$ cat config.mk
export PLATFORM = sky130hd
export DESIGN_NAME = alu_issue_stage
export DESIGN_NICKNAME = d
export VERILOG_FILES = /design/src/rtl/alu_issue_stage.sv
export SDC_FILE = /design/constraint.sdc
export NUM_CORES = 1
export LEC_CHECK = 0
export CAP_MARGIN = 30
export CORE_ASPECT_RATIO = 0.7
export CORE_MARGIN = 4
export CORE_UTILIZATION = 40
export DETAILED_ROUTE_END_ITERATION = 8
export GPL_ROUTABILITY_DRIVEN = 0
export PLACE_DENSITY = 0.9
export SETUP_SLACK_MARGIN = 0.2
export SYNTH_ARGS = -nofsm -noshare
export SYNTH_HDL_FRONTEND = slang
export SYNTH_SLANG_ARGS = --single-unit
$ cat constraint.sdc
create_clock -name clock -period 3.1 [get_ports clock]
set_input_delay 0.62 -clock clock [delete_from_list [all_inputs] [get_ports clock]]
set_output_delay 0.62 -clock clock [all_outputs]
set_load 0.01 [all_outputs]
$ cat src/rtl/alu_issue_stage.sv
// Issue stage in front of alu_32: decodes MIPS alu_op/funct, fires a one-cycle
// start pulse, waits for alu_finished (bounded by a timeout) and holds the result.
module alu_issue_stage #(
    parameter int WORD_SIZE      = 32,
    parameter int TIMEOUT_CYCLES = 4
) (
    input  logic                 clock,
    input  logic                 reset,

    input  logic                 in_valid,
    output logic                 in_ready,
    input  logic [1:0]           in_alu_op,
    input  logic [5:0]           in_funct,
    input  logic [WORD_SIZE-1:0] in_a,
    input  logic [WORD_SIZE-1:0] in_b,

    output logic                 alu_start,
    output logic [WORD_SIZE-1:0] alu_input_a,
    output logic [WORD_SIZE-1:0] alu_input_b,
    output logic [3:0]           alu_control,
    input  logic                 alu_finished,
    input  logic                 alu_zero,
    input  logic                 alu_err_overflow,
    input  logic                 alu_err_invalid_control,
    input  logic [WORD_SIZE-1:0] alu_result,

    output logic                 out_valid,
    input  logic                 out_ready,
    output logic [WORD_SIZE-1:0] out_result,
    output logic                 out_zero,
    output logic                 out_overflow,
    output logic                 out_err_decode,
    output logic                 out_err_timeout
);

    localparam int CNT_W = (TIMEOUT_CYCLES < 2) ? 1 : $clog2(TIMEOUT_CYCLES);
    localparam logic [CNT_W-1:0] CNT_LAST = CNT_W'(TIMEOUT_CYCLES - 1);

    typedef enum logic [1:0] {
        S_IDLE  = 2'd0,
        S_ISSUE = 2'd1,
        S_WAIT  = 2'd2,
        S_DONE  = 2'd3
    } state_t;

    state_t               state_q, state_d;
    logic                 start_q, start_d;
    logic [WORD_SIZE-1:0] a_q, a_d;
    logic [WORD_SIZE-1:0] b_q, b_d;
    logic [3:0]           ctrl_q, ctrl_d;
    logic [CNT_W-1:0]     cnt_q, cnt_d;
    logic                 valid_q, valid_d;
    logic [WORD_SIZE-1:0] result_q, result_d;
    logic                 zero_q, zero_d;
    logic                 ovf_q, ovf_d;
    logic                 dec_err_q, dec_err_d;
    logic                 tmo_q, tmo_d;

    logic [3:0]           dec_ctrl;
    logic                 dec_err;
    logic                 ovf_allowed;

    // MIPS main-decoder alu_op plus R-type funct to alu_32 control code.
    always_comb begin
        dec_ctrl = 4'h0;
        dec_err  = 1'b0;
        case (in_alu_op)
            2'b00: dec_ctrl = 4'h2;
            2'b01: dec_ctrl = 4'h6;
            2'b11: dec_ctrl = 4'h1;
            default: begin
                case (in_funct)
                    6'b100000: dec_ctrl = 4'h2;
                    6'b100001: dec_ctrl = 4'h3;
                    6'b100010: dec_ctrl = 4'h6;
                    6'b100100: dec_ctrl = 4'h0;
                    6'b100101: dec_ctrl = 4'h1;
                    6'b100111: dec_ctrl = 4'hC;
                    6'b101010: dec_ctrl = 4'h7;
                    default:   dec_err  = 1'b1;
                endcase
            end
        endcase
    end

    // Only signed add/sub can trap; addu (code 3) never reports overflow.
    assign ovf_allowed = (ctrl_q == 4'h2) || (ctrl_q == 4'h6);

    always_comb begin
        state_d   = state_q;
        start_d   = 1'b0;
        a_d       = a_q;
        b_d       = b_q;
        ctrl_d    = ctrl_q;
        cnt_d     = cnt_q;
        valid_d   = valid_q;
        result_d  = result_q;
        zero_d    = zero_q;
        ovf_d     = ovf_q;
        dec_err_d = dec_err_q;
        tmo_d     = tmo_q;

        case (state_q)
            S_IDLE: begin
                if (in_valid) begin
                    a_d = in_a;
                    b_d = in_b;
                    if (dec_err) begin
                        ctrl_d    = 4'h0;
                        result_d  = '0;
                        zero_d    = 1'b0;
                        ovf_d     = 1'b0;
                        dec_err_d = 1'b1;
                        tmo_d     = 1'b0;
                        valid_d   = 1'b1;
                        state_d   = S_DONE;
                    end else begin
                        ctrl_d  = dec_ctrl;
                        start_d = 1'b1;
                        cnt_d   = '0;
                        state_d = S_ISSUE;
                    end
                end
            end

            S_ISSUE: begin
                state_d = S_WAIT;
            end

            S_WAIT: begin
                if (alu_finished) begin
                    result_d  = alu_result;
                    zero_d    = alu_zero;
                    ovf_d     = ovf_allowed & alu_err_overflow;
                    dec_err_d = alu_err_invalid_control;
                    tmo_d     = 1'b0;
                    valid_d   = 1'b1;
                    state_d   = S_DONE;
                end else if (cnt_q == CNT_LAST) begin
                    result_d  = '0;
                    zero_d    = 1'b0;
                    ovf_d     = 1'b0;
                    dec_err_d = 1'b0;
                    tmo_d     = 1'b1;
                    valid_d   = 1'b1;
                    state_d   = S_DONE;
                end else begin
                    cnt_d = cnt_q + CNT_W'(1);
                end
            end

            S_DONE: begin
                if (out_ready) begin
                    valid_d   = 1'b0;
                    ovf_d     = 1'b0;
                    dec_err_d = 1'b0;
                    tmo_d     = 1'b0;
                    state_d   = S_IDLE;
                end
            end

            default: state_d = S_IDLE;
        endcase
    end

    always_ff @(posedge clock) begin
        if (reset) begin
            state_q   <= S_IDLE;
            start_q   <= 1'b0;
            a_q       <= '0;
            b_q       <= '0;
            ctrl_q    <= 4'h0;
            cnt_q     <= '0;
            valid_q   <= 1'b0;
            result_q  <= '0;
            zero_q    <= 1'b0;
            ovf_q     <= 1'b0;
            dec_err_q <= 1'b0;
            tmo_q     <= 1'b0;
        end else begin
            state_q   <= state_d;
            start_q   <= start_d;
            a_q       <= a_d;
            b_q       <= b_d;
            ctrl_q    <= ctrl_d;
            cnt_q     <= cnt_d;
            valid_q   <= valid_d;
            result_q  <= result_d;
            zero_q    <= zero_d;
            ovf_q     <= ovf_d;
            dec_err_q <= dec_err_d;
            tmo_q     <= tmo_d;
        end
    end

    assign in_ready        = (state_q == S_IDLE);
    assign alu_start       = start_q;
    assign alu_input_a     = a_q;
    assign alu_input_b     = b_q;
    assign alu_control     = ctrl_q;
    assign out_valid       = valid_q;
    assign out_result      = result_q;
    assign out_zero        = zero_q;
    assign out_overflow    = ovf_q;
    assign out_err_decode  = dec_err_q;
    assign out_err_timeout = tmo_q;

endmodule

==> out/qor.yml, run 1 <==
sta:
  fin_ws_ps: 656
  final.period_utilization_pct: 78.8
  rsz0062_at_grt: "no"
  finalClockSkew_ps: 5.35
  worstMarginPinSlew_ps: 786
  setup_viol: 0
  finalHoldViolCount: 0
  slew_violations: 0
  min_period_ps: 2440
  max-slew-margin-rel_pct: 47.6
  fmax_mhz: 409
  fin_setup_tns_ps: 0
worst_setup_path:
  cpMaxStageDelayCell: "clkdlybuf4s50_1"
  crit_fanout: 29
  required_ps: 3330
  critPathMaxStageDelay_ps: 530
  cp-end-kind: "register"
  worst-path-buf-inv: 2
  crit_family: "compound AO/OA/AOI/OAI gates"
  start_kind: "primary input"
  crit_arrival_ps: 2670
  path_cells: "clkdlybuf4s50_1 -> xor2_1 -> o41ai_2 -> o21ai_2 -> and4_1 -> buf_16 -> a22o_1"
  worstSetupPathType: "in -> reg"
detailed_routing:
  wl_per_cell_um: 15.6
  drcViolationCount: 0
  wirelength_met1_um: 4830
  route.met3.wl_um: 1090
  dr.pass1.iters: 4
  routed-wl-met2_um: 6240
  ant_nets: 0
  routed_via_density: 5.02
  drt_iter0_markers: 193
  via_count: 3935
  drt_wl_total_um: 12200
  dr.max_layer_used: "met4"
hold_path:
  hold_path.class: "reg -> reg"
floorplan:
  top_level_ports: 219
  die_area_um2: 11700
  die_x_um: 127
  fp.dieH_um: 91.6
  start_util_pct: 41.1
  num_rows: 30
  core_region_area_um2: 9720
outcome:
  status: "finished, final reports clean"
logic_synthesis:
  synth-edff-count: 0
  async_flop_share_pct: 0
  ys.flop_type: "dfxtp_1"
  ys.warnings.count: 0
  ys_top_cells_by_area: "dfxtp_1, nand2_1, a21oi_1, a22o_1, clkbuf_1"
  synth_nets: 565
  yosys.area.top_type: "dfxtp_1"
  synth.top_cell.area_share_pct: 55.2
  yosysSeqAreaShare_pct: 55.2
  synth_cell_types: 41
  synth_cells: 448
  syn_area_um2: 3990
  syn-mean-instance-area_um2: 8.91
  synth_seq_cells: 110
pwr:
  clkPwrFrac_pct: 28.7
  swShare_pct: 30.4
  p_sw_uw: 1230
  p_seq_share_pct: 41.5
  power_frac_comb_pct: 29.9
  p_leak_uw: 0.00245
  p_per_area_nw_per_um2: 619
  p_int_uw: 2820
  ir_worst_vdd_uv: 458
clock_tree:
  htree_levels: 3
  path_clk_slew_ps: 80
  clk_latency_ps: 330
  numCtsBuffers: 9
  postCtsSetupBuffers: 0
  postCtsHoldBufs: 0
  cts-root-buf: "clkbuf_16"
  cts_buffer_depth: 2
  cts.sinks: 110
  cts_resized: 0
  cts_tree: "done"
grt:
  grt_usage_pct: 20.4
  antenna_found_initial: 0
  grt_pass1_wl_um: 19300
  grt_max_degree: 80
  grt-ovfl-total: 0
  grt_pass1_vias: 3757
final_layout:
  diodes: 0
  area_growth_pct: 64.1
  layout.nets: 768
  drive_gt1_share_pct: 4.88
  most-common-layout-cells: "clkdlybuf4s50_1, nand2_1, dfxtp_1"
  layout_commonest_cell: "clkdlybuf4s50_1"
  instances_no_fill: 784
placement:
  numPortBuffers: 218
  dpl.hpwl_um: 9230
  dp.cells: 768
  pre_cts_ws_ps: 343
job:
  drv_cap: 0
sequential cells by signal (all words and copies together) (netlist names):
name	count
out_overflow	1
cnt_q	2
alu_input_b	32
alu_control	4
alu_input_a	32
out_err_decode	1
out_err_timeout	1
out_valid	1
alu_start	1
state_q	2
out_zero	1
out_result	32
metrics by stage:
step	hold WS, ps	instance area [um^2]	util (%)	power, uW
finish	455	6550	67.4	4060
global route	472	6550	67.4	4280
CTS	458	6550	67.4	4100
detailed placement	448	6250	64.3	2930
global placement	441	6220	64.0	2880
floorplan	450	3990	-	2300
logic make-up (layout without fill, tap and decap cells):
group                    after synthesis  after routing  synth area share, %
flip-flops                           110            110                 55.2
multiplexers                           4              4                 1.13
AO/OA/AOI/OAI                        119            119                 19.2
AND/OR/NAND/NOR                      172            172                 18.5
XOR/XNOR                               1              1                0.219
buffers and inverters                 37            245                 4.20
adder cells (fa/ha/maj)                5              5                 1.57
power by group through the flow:
stage / Sequential [uW] / Combinational (uW) / Clock (uW)
floorplan: 1780 / 522 / 0
global placement: 1700 / 1180 / 0
detailed placement: 1710 / 1220 / 0
CTS: 1680 / 1230 / 1190
global route: 1700 / 1320 / 1250
finish: 1680 / 1210 / 1160
worst paths after layout:
| kind | start | cells past startpoint | endpoint | slack, ps |
|---|---|---|---|---|
| setup / recovery | in_funct[0] | 7 | out_result[5] | 660 |
| hold / removal | alu_input_a[3] | 2 | alu_input_a[3] | 460 |
| setup reg to reg | state_q[0] | 7 | out_err_decode | 950 |
| hold reg to reg | alu_input_a[3] | 2 | alu_input_a[3] | 460 |
synth_stat cells, types with 2 or more instances:
library cell	instances
nor2b_1	5
dfxtp_1	110
nor2_1	11
nand2_1	134
a22o_1	33
buf_6	3
o31ai_1	2
nand2b_1	2
buf_1	4
nor3_1	2
inv_1	4
mux2i_1	3
nor3b_1	2
clkbuf_1	20
o21ai_0	5
nand3b_1	4
a21oi_1	69
ha_1	5
nand3_1	4
buf_2	5
worst min-delay path, cell delays in order (launching register included):
cell and delay (ps):
dfxtp_1 310, nand2_1 50, a21oi_1 50
routing by layer:
metal	vias to the layer above	GRT usage, %
met5	-	0
met4	0	3.75
met3	11	6.29
met2	164	35.9
met1	1838	24.6
li1	1922	-
cell type report:
class                           instances  area (um^2)
Multi-Input combinational cell        301         1630
Sequential cell                       110         2200
Inverter                                5         18.8
Timing Repair Buffer                  224         2240
Clock buffer                            9          225
Tap cell                              128          160
Fill cell                             749         3170
Clock inverter                          7         78.8
No activity file was read; power rests on OpenSTA's default activity.
==> run 2: changes to the inputs <==
- CORE_UTILIZATION: 40 -> 39
- PLACE_DENSITY: 0.9 -> 0.89
- clock period: 3.1 -> 2.55 ns (I/O delays scaled with it)
==> run 2 against run 1 <==
  * Sequential power is 22% higher
  * Register-to-register slack worse by 500 ps
  * Die area is 2.4% higher
  * Worst setup slack lost 290 ps
  * Sequential share of layout area fell by 0.29 points
  * Clock skew grew 2.3 ps
  * Global-route usage is 0.38 points higher
  * Critical path depth down 4
  * Final area increased by 0.86%
  * Critical path type is now reg -> out
  * Largest cell class unchanged
  * Largest power group unchanged
==> out/qor.yml, run 2 (synthesis gave the netlist of run 1 again) <==
outcome:
  status: "finished, final reports clean"
sta:
  fin_setup_tns_ps: 0
  finalClockSkew_ps: 7.62
  max-slew-margin-rel_pct: 58.1
  final.period_utilization_pct: 85.6
  min_period_ps: 2180
  setup_viol: 0
  rsz0062_at_grt: "no"
  finalHoldViolCount: 0
  fmax_mhz: 458
  slew_violations: 0
  worstMarginPinSlew_ps: 628
placement:
  dpl.hpwl_um: 9650
  numPortBuffers: 218
  dp.cells: 776
detailed_routing:
  routed_via_density: 5.06
  drt_iter0_markers: 157
  ant_nets: 0
  drcViolationCount: 0
  wl_per_cell_um: 16.2
  dr.pass1.iters: 5
  via_count: 4007
  drt_wl_total_um: 12800
floorplan:
  fp.dieH_um: 92.7
  die_area_um2: 11900
  start_util_pct: 40.6
  die_x_um: 129
  num_rows: 30
  top_level_ports: 219
  core_region_area_um2: 9830
grt:
  met2_usage_pct: 36.9
  grt_pass1_vias: 4098
  grt_usage_pct: 20.8
  busiest_layer: "met2"
  grt-ovfl-total: 0
  grt_pass1_wl_um: 20000
  antenna_found_initial: 0
  grt_max_degree: 61
  use_met1_pct: 23.6
  use_met3_pct: 6.22
worst_setup_path:
  crit_arrival_ps: 1670
  r2r-end: "out_valid"
  timing.rr.start: "state_q[0]"
  rrSetupSlack_ps: 450
  crit_fanout: 9
  cp-end-kind: "output port"
  required_ps: 2040
  cp-endpoint: "in_ready"
  start_kind: "register"
  worstSetupPathType: "reg -> out"
  reg2reg_depth: 8
  critPathLaunch: "state_q[1]"
final_layout:
  layout_commonest_cell: "clkdlybuf4s50_1"
  fill_cells: 797
  area_growth_pct: 65.6
  layout.nets: 776
  diodes: 0
  instances_no_fill: 792
  most-common-layout-cells: "clkdlybuf4s50_1, nand2_1, dfxtp_1"
  drive_gt1_share_pct: 6.17
  post-route-util_pct: 67.2
clock_tree:
  cts-root-buf: "clkbuf_16"
  numCtsBuffers: 9
  cts.sinks: 110
  htree_levels: 3
  path_clk_slew_ps: 80
  cts_buffer_depth: 2
  clk_latency_ps: 340
  cts_tree: "done"
  postCtsHoldBufs: 0
hold_path:
  hold_path.class: "reg -> reg"
  hold_path_depth: 2
job:
  drv_cap: 0
pwr:
  p_leak_uw: 0.00248
  ir_worst_vdd_uv: 408
  total_power_uw: 4920
  p_per_area_nw_per_um2: 744
[run 2: how the worst min path moves through the flow]
stage                      end  slack, ps             from
6_report        alu_input_a[9]        450   alu_input_a[9]
5_1_grt        alu_input_a[28]        480  alu_input_a[28]
4_1_cts        alu_input_a[28]        460  alu_input_a[28]
3_5_place_dp   alu_input_a[28]        450  alu_input_a[28]
3_3_place_gp   alu_input_a[11]        440  alu_input_a[11]
2_1_floorplan         cnt_q[0]        450         cnt_q[0]
[run 2: final cells by class]
class                      count  area [um^2]  area share (%)
timing repair buffer         232         2320            35.1
tap                          128          160            2.42
sequential                   110         2200            33.3
multi-input combinational    301         1630            24.6
inverter                       5         18.8           0.284
clock buffer                   9          225            3.41
clock inverter                 7         55.1           0.833
[run 2: where the power goes]
| part | internal, uW | switching, uW |
|---|---|---|
| sequential | 1930 | 118 |
| combinational | 776 | 769 |
| clock | 674 | 651 |
[run 2: timing repair]
action | in CTS | in global routing
setup endpoints to repair | 0 | 1
gates resized for setup | 0 | 1
buffers inserted | 0 | 0
[run 2: layer usage]
layer | vias up | wire length [um]
met5 | - | 0
li1 | 1936 | -
met1 | 1868 | 5050
met3 | 27 | 1050
met2 | 176 | 6410
met4 | 0 | 325
[run 2: stage by stage]
stage	setup slack [ps]	cell area (um^2)	hold slack, ps
6_report	367	6610	454
5_1_grt	269	6610	479
4_1_cts	256	6610	457
3_5_place_dp	42.6	6330	446
3_3_place_gp	105	6330	441
2_1_floorplan	650	3990	450
[run 2: worst max-delay path, stage by stage (launching register included)]
cell	delay, ps
dfxtp_1	330
inv_1	100
ha_2	300
clkdlybuf4s50_1	600
